<file path="src/rtl/elastic_token_fifo.sv">
// Two-phase (toggle) handshake token FIFO with a registered output stage,
// optional two-flop input synchronisers and reset-time preloaded tokens.
module elastic_token_fifo #(
  parameter int                DATA_W      = 8,
  parameter int                DEPTH       = 4,
  parameter int                INIT_TOKENS = 0,
  parameter logic [DATA_W-1:0] INIT_DATA   = '0,
  parameter int                SYNC        = 0
) (
  input  logic                         clk,
  input  logic                         preset,
  input  logic                         Rin,
  input  logic [DATA_W-1:0]            din,
  output logic                         Ain,
  output logic                         Rout,
  output logic [DATA_W-1:0]            dout,
  input  logic                         Aout,
  output logic                         lt_en,
  output logic [$clog2(DEPTH+2)-1:0]   occ,
  output logic                         proto_err
);
  localparam int PW = $clog2(DEPTH);
  localparam int CW = $clog2(DEPTH + 1);
  localparam int OW = $clog2(DEPTH + 2);
  localparam logic [PW-1:0] LAST      = PW'(DEPTH - 1);
  localparam logic [CW-1:0] FULL      = CW'(DEPTH);
  localparam logic [CW-1:0] INIT_CNT  = CW'(INIT_TOKENS);
  localparam logic [PW-1:0] INIT_TAIL = PW'(INIT_TOKENS % DEPTH);
  localparam logic [OW-1:0] INIT_OCC  = OW'(INIT_TOKENS);

  logic rin_s;
  logic aout_s;

  generate
    if (SYNC == 2) begin : g_sync
      logic [1:0] rin_q;
      logic [1:0] aout_q;
      always_ff @(posedge clk or posedge preset) begin
        if (preset) begin
          rin_q  <= '0;
          aout_q <= '0;
        end else begin
          rin_q  <= {rin_q[0], Rin};
          aout_q <= {aout_q[0], Aout};
        end
      end
      assign rin_s  = rin_q[1];
      assign aout_s = aout_q[1];
    end else begin : g_direct
      assign rin_s  = Rin;
      assign aout_s = Aout;
    end
  endgenerate

  logic [DATA_W-1:0] mem [DEPTH];
  logic [PW-1:0]     head;
  logic [PW-1:0]     tail;
  logic [CW-1:0]     count;
  logic [CW-1:0]     count_nx;
  logic [OW-1:0]     occ_nx;
  logic              rin_d;
  logic              aout_d;
  logic              pending;
  logic              busy;
  logic              accept;
  logic              launch;
  logic              rout_nx;
  logic              err_nx;

  always_comb begin
    pending  = rin_s != Ain;
    busy     = Rout != aout_s;
    launch   = !busy && (count != '0);
    // accept looks at the pre-edge count, so a full FIFO never accepts
    // on the same edge that frees a slot
    accept   = pending && (count != FULL);
    count_nx = count;
    if (accept && !launch)
      count_nx = count + 1'b1;
    else if (launch && !accept)
      count_nx = count - 1'b1;
    rout_nx  = Rout ^ launch;
    occ_nx   = OW'(count_nx) + {{(OW-1){1'b0}}, rout_nx != aout_s};
    err_nx   = ((rin_s != rin_d) && (rin_d != Ain))
            || ((aout_s != aout_d) && (aout_d == Rout));
  end

  always_ff @(posedge clk or posedge preset) begin
    if (preset) begin
      Ain       <= 1'b0;
      Rout      <= 1'b0;
      dout      <= '0;
      lt_en     <= 1'b0;
      proto_err <= 1'b0;
      head      <= '0;
      tail      <= INIT_TAIL;
      count     <= INIT_CNT;
      occ       <= INIT_OCC;
      rin_d     <= 1'b0;
      aout_d    <= 1'b0;
      for (int i = 0; i < DEPTH; i++)
        mem[i] <= (i < INIT_TOKENS) ? INIT_DATA : '0;
    end else begin
      if (accept) begin
        mem[tail] <= din;
        tail      <= (tail == LAST) ? '0 : tail + 1'b1;
        Ain       <= ~Ain;
      end
      if (launch) begin
        dout <= mem[head];
        head <= (head == LAST) ? '0 : head + 1'b1;
      end
      Rout      <= rout_nx;
      lt_en     <= launch;
      count     <= count_nx;
      occ       <= occ_nx;
      rin_d     <= rin_s;
      aout_d    <= aout_s;
      proto_err <= proto_err | err_nx;
    end
  end
endmodule

</file>
<file path="config.mk">
export PLATFORM = sky130hd
export DESIGN_NAME = elastic_token_fifo
export DESIGN_NICKNAME = d
export VERILOG_FILES = /design/src/rtl/elastic_token_fifo.sv
export SDC_FILE = /design/constraint.sdc
export NUM_CORES = 1
export LEC_CHECK = 0
export CAP_MARGIN = 30
export CORE_ASPECT_RATIO = 1.4
export CORE_MARGIN = 5
export CORE_UTILIZATION = 60
export DETAILED_ROUTE_END_ITERATION = 10
export PLACE_DENSITY_LB_ADDON = 0.2
export SLEW_MARGIN = 0
export SYNTH_ARGS = -nofsm -noshare
export SYNTH_HDL_FRONTEND = slang
export SYNTH_SLANG_ARGS = --single-unit
export TNS_END_PERCENT = 20
</file>
<file path="constraint.sdc">
create_clock -name clk -period 5.2 [get_ports clk]
set_input_delay 1.3 -clock clk [delete_from_list [all_inputs] [get_ports clk]]
set_output_delay 1.3 -clock clk [all_outputs]
set_load 0.05 [all_outputs]
</file>
; ---- Yosys cells after proc, flatten, opt, wreduce, memory -nomap -nowiden
; Cells that the tools add are included.
[totals]
register_bits = 56
inputBits = 12
out_inout_bits = 15
elab_cells = 60
[op_classes]
addsub = 5
magnitude_cmp = 3
n_eq_ne = 10
muxes = 10
n_bitwise = 5
n_reduce_logical = 12
[ops]
columns = op, n
row1 = bitwise mux 32 bit, 1
row2 = two-way mux 8 bit, 3
row3 = binary-select mux 8 bit (select 2 bit), 1
row4 = demux 8 bit (select 2 bit), 1
row5 = logical AND 1 bit, 7
row6 = greater-or-equal comparator 3 bit (second input constant), 2
row7 = two-way mux 3 bit, 2
row8 = != test 1 bit, 6
row9 = inverter 2 -> 3 bit, 2
row10 = adder 2 x 1 -> 2 bit (second input constant), 2
row11 = equality test 2 bit (second input constant), 2
row12 = two-way mux 2 bit, 2
row13 = adder 3 x 1 -> 3 bit, 1
row14 = adder 3 x 1 -> 3 bit (second input constant), 1
row15 = logical NOT 1 bit, 3
row16 = < comparator 3 x 1 -> 1 bit (second input constant), 1
row17 = != test 3 bit (second input constant), 1
row18 = nonzero test 3 bit, 1
row19 = subtractor 3 x 1 -> 3 bit (second input constant), 1
row20 = equality test 1 bit, 1
row21 = logical OR 1 bit, 1
row22 = inverter 1 bit, 1
row23 = OR 1 bit, 1
row24 = bitwise XOR 1 bit, 1

; ---- Logic depth before layout (Yosys ltp)
[logic_depth]
word_depth = 7
depth_mapped = 11
depth_no_buf = 11

; ---- Least setup slack after synthesis
; No wires, ideal clock.
[synth_timing]
kind = input to register
from = input port Rin
to = register occ[2]
setup_ps = 125
arrival_time_ps = 2698
required_time_ps = 5075
slack_ps = 2377
cell_stages = 9
path_cell_list = xor2_1 -> and2_4 -> buf_12 -> xnor2_1 -> xnor2_1 -> ha_1 -> ha_1 -> xnor2_1 -> xnor2_1
[synth_between]
elab_chain_cells = 7
[synth_rtl]
columns = element, line
row1 = from (decl), 12  ; input logic Rin,
row2 = != test 1 bit (*), 71  ; pending = rin_s != Ain;
row3 = logical AND 1 bit (*), 76  ; accept = pending && (count != FULL);
row4 = logical NOT 1 bit, 80  ; else if (launch && !accept)
row5 = logical AND 1 bit, 80
row6 = two-way mux 3 bit, 80
row7 = two-way mux 3 bit (*), 78  ; if (accept && !launch)
row8 = net count_nx[0], 59  ; logic [CW-1:0] count_nx;
row9 = adder 3 x 1 -> 3 bit (*), 83  ; occ_nx = OW'(count_nx) + {{(OW-1){1'b0}}, rout_nx != aout_s};
row10 = net occ_nx[2], 60  ; logic [OW-1:0] occ_nx;
row11 = to (signal assigned), 116  ; occ <= occ_nx;
row12 = to (decl), 19  ; output logic [$clog2(DEPTH+2)-1:0] occ,
; The timed path passes the listed nets; every way through them passes the cells marked *.
; A chain may end at the register's enable or synchronous reset.

; ---- Final worst setup path
[layout_timing]
from = input port Aout
to = register occ[2]
[layout_between]
elab_chain_cells = 7
[layout_rtl]
columns = element, line
row1 = from (decl), 17  ; input logic Aout,
row2 = != test 1 bit (*), 72  ; busy = Rout != aout_s;
row3 = logical NOT 1 bit (*), 73  ; launch = !busy && (count != '0);
row4 = logical AND 1 bit (*), 73
row5 = logical AND 1 bit or logical NOT 1 bit (tied branches), "80, 78"
row6 = two-way mux 3 bit or logical AND 1 bit (tied branches), "80, 78"
row7 = two-way mux 3 bit (*), 78
row8 = net count_nx[0], 59
row9 = adder 3 x 1 -> 3 bit (*), 83
row10 = net occ_nx[2], 60
; Marked as above.

==> impl_results.md <==
* Sequential share of the synthesized area at approximately 54%
* Commonest non-fill, non-tap cell in the layout: dfrtp_1
* Worst Setup Slack, final at roughly 1.8 ns
* Std cell rows at 28
* # IOs at 27
* Fin crit period at between 3 and 4 ns
* Worst hold slack at slightly below 0.5 ns
* Synth top area share at 53.90%
* Layout area overhead at 15.35%
* Crit path arrival time at about 3.6 ns
* CTS resizes at 0
* Die Height at between 80 and 90 um
* Met3 usage at 3.979%
* Cell-by-cell listing of the critical path: clkdlybuf4s50_1, xnor2_1, nand2_2, inv_2, xnor2_1, xnor2_1, ha_1, ha_1, xnor2_1, xnor2_1
* Place WS at between 1 and 1.5 ns
* Largest buffer count on any clock path at 2
* Pwr/cell area at 745.6 mW/mm^2
* Drc violations at 0
* Dpl hpwl at between 3000 and 4000 um
* Max_cap viols at 0
* # diodes at 0
* CP required at about 5.4 ns
* Global-route usage over all layers at around a fifth
* TritonCTS clock tree: yes
* Syn_area_per_cell at 15.57 sq um
* Final hold viol count at 0
* Sink Count at 56
* Tcrit/Tclk final at 65.04%
* Routed Antenna Nets at 0
* CORE AREA at 0.004204 sq mm
* Mapped Nets at about 190
* Vias in the first global route at ~1,600
* Area of the mapped netlist at 0.002600 sq mm
* CTS Buf Count at 5
* Top cell by count, worst path: xnor2_1
* Final Cell Area at roughly 0.003 sq mm
* Slew headroom at 56.89%
* WL final at 4753 um
* Cts hold-fix bufs at 0
* Maximum vdd drop at slightly below 500 uV
* First-pass GRT wire length at a little over 8000 um
* Total gr overflow at 0
* IO Port Bufs at 26
* Setup Fix Bufs, Post-CTS at 0
* Yosys warnings at 0
* Critical path's slowest cell: clkdlybuf4s50_1
* Share of post-route cells with drive strength above 1 at 34.01%
* Worst-path fanout max at 12
* Clock latency on the worst-skew pair at around 0.30 ns
* Post-synth top area cell: dfrtp_1
* Max stage delay on crit path at roughly 0.50 ns
* Placer Congestion at slightly above 0.8
* Drt first-iter violations at 64
* Htree depth at 2
* Die ar. at a little under 0.006 sq mm
* Worst Reg-to-Reg Cells at 9
* Yosys cell types at 30
* Via-to-Cell Ratio at 5.789
* WL/cell at approximately 20 um
* RSZ-0062 raised after global routing: false
* Met2 usage in global routing at 33.94%
* Post-Synthesis Cells at 167
* Via Count at between 1,000 and 1,500
* Hold Path Cell Cnt at 1
* Top post-synthesis cells by area: dfrtp_1 54%, mux2_2 11%, mux2_4 9.2%
* Die width at around 66 um
* Fin nets at approximately 220
* Largest net degree at the start of global routing at between 40 and 50
* Yosys reg bits at 56
* Fin. max-slew vios at 0
* Layer with the highest usage: met2
* Setup_tns at 0 ns
* Starting density of the core at around three fifths
* Root Buffer: clkbuf_8
* Design Power at approximately 0.0022 W
* Crit Path Class: input pin to flip-flop
* TritonRoute pass-1 iters at 4
* Min-Delay Path Class: flip-flop to flip-flop
* Pleak at between 1 and 1.5 nW
* Fmax at roughly 0.30 GHz
* Clock skew at between 0.003 and 0.004 ns
* Final setup viols at 0
* Worst Tran Pin Value at about 0.65 ns
* Status: finished, final reports clean
* Placed inst area at around 0.0029 sq mm
* Setup crit end kind: flip-flop
* Clock transition at path regs at 0.09 ns
* Most frequent cells in the layout: 56 x dfrtp_1, 26 x clkdlybuf4s50_1, 25 x mux2_2, 16 x mux2_4, 10 x ha_1
* M1 GR Usage at a little under a quarter
* CP Launch Type: input pin
* Initial antenna violation count at 0
[worst max-delay path: cells and delay by family]
family	cells	cell delay, ns
simple gates	1	0.16
xor+xnor	5	0.98
fa+ha+maj	2	0.42
buf+inv	2	0.75
[cell type report]
type                            count  area, sq um
Clock buffer                        6        72.57
Sequential cell                    56         1401
Fill cell                         309         1205
Multi-Input combinational cell    100         1131
Inverter                            6        22.52
Tap cell                           45        56.30
Clock inverter                      2        35.03
Timing Repair Buffer               27        280.3
[final timing paths]
path | from | to | slack, ns
min in group asynchronous | preset | mem[16]$_DFFE_PP0P_ | 1.25
worst min-delay path | rin_d$_DFF_PP0_ | proto_err$_DFF_PP0_ | 0.49
worst max-delay path | Aout | occ[2]$_DFF_PP0_ | 1.82
worst max register to register | Rout$_DFF_PP0_ | occ[2]$_DFF_PP0_ | 2.87
worst min register to register | rin_d$_DFF_PP0_ | proto_err$_DFF_PP0_ | 0.49
max in group asynchronous | preset | mem[14]$_DFFE_PP0P_ | 3.45
[report_power, final]
part | switching [W] | total [W] | leakage [nW] | internal (W)
Sequential | 0.000164 | 0.000822 | 0.662 | 0.000658
Clock | 0.000133 | 0.000276 | 0.0552 | 0.000143
Combinational | 0.000557 | 0.00114 | 0.617 | 0.000581
Total | 0.000854 | 0.00224 | 1.33 | 0.00138
[state kept, by name, summed over array words and instances, names as in the netlist, 2 cells and up]
name / count
tail: 2
mem: 32
occ: 3
head: 2
dout: 8
count: 3
[cell families (layout without fill, tap and decap cells)]
kind of cell             after synthesis  in the layout  synth area share (%)
adder cells (fa/ha/maj)               11             11                 5.245
AND/OR/NAND/NOR                       20             20                 4.861
AO/OA/AOI/OAI                          8              8                 2.070
buffers and inverters                 11             41                 2.598
multiplexers                          52             52                 28.30
XOR/XNOR                               9              9                 3.032
flip-flops                            56             56                 53.90
[cell usage after synthesis]
| library cell | instances |
|---|---|
| a211oi_1 | 1 |
| a21oi_1 | 1 |
| and2_4 | 1 |
| buf_1 | 1 |
| buf_12 | 1 |
| buf_2 | 2 |
| buf_6 | 1 |
| dfrtp_1 | 56 |
| ha_1 | 10 |
| inv_1 | 5 |
| inv_2 | 1 |
| maj3_2 | 1 |
| mux2_1 | 3 |
| mux2_2 | 25 |
| mux2_4 | 16 |
| mux4_2 | 8 |
| nand2_1 | 6 |
| nand2_2 | 3 |
| nand2_8 | 2 |
| nand2b_1 | 1 |
| nand3_1 | 1 |
| nor2_1 | 5 |
| nor2b_1 | 1 |
| o2111ai_1 | 1 |
| o211ai_1 | 1 |
| o21ai_0 | 2 |
| o21ai_2 | 1 |
| o22ai_1 | 1 |
| xnor2_1 | 6 |
| xor2_1 | 3 |
[routing by layer]
metal  vias to the layer above  wire, um
met1                       717      1939
met4                         0        62
met3                         4       152
li1                        651         -
met2                        29      2599
met5                         -         0
[through the flow]
step	util (%)	cells
3_3_place_gp	68.30	233
6_report	71.34	242
3_5_place_dp	68.78	234
4_1_cts	71.34	242
2_1_floorplan	-	167
5_1_grt	71.34	242
Note: power is estimated with default switching activity, not from simulation.
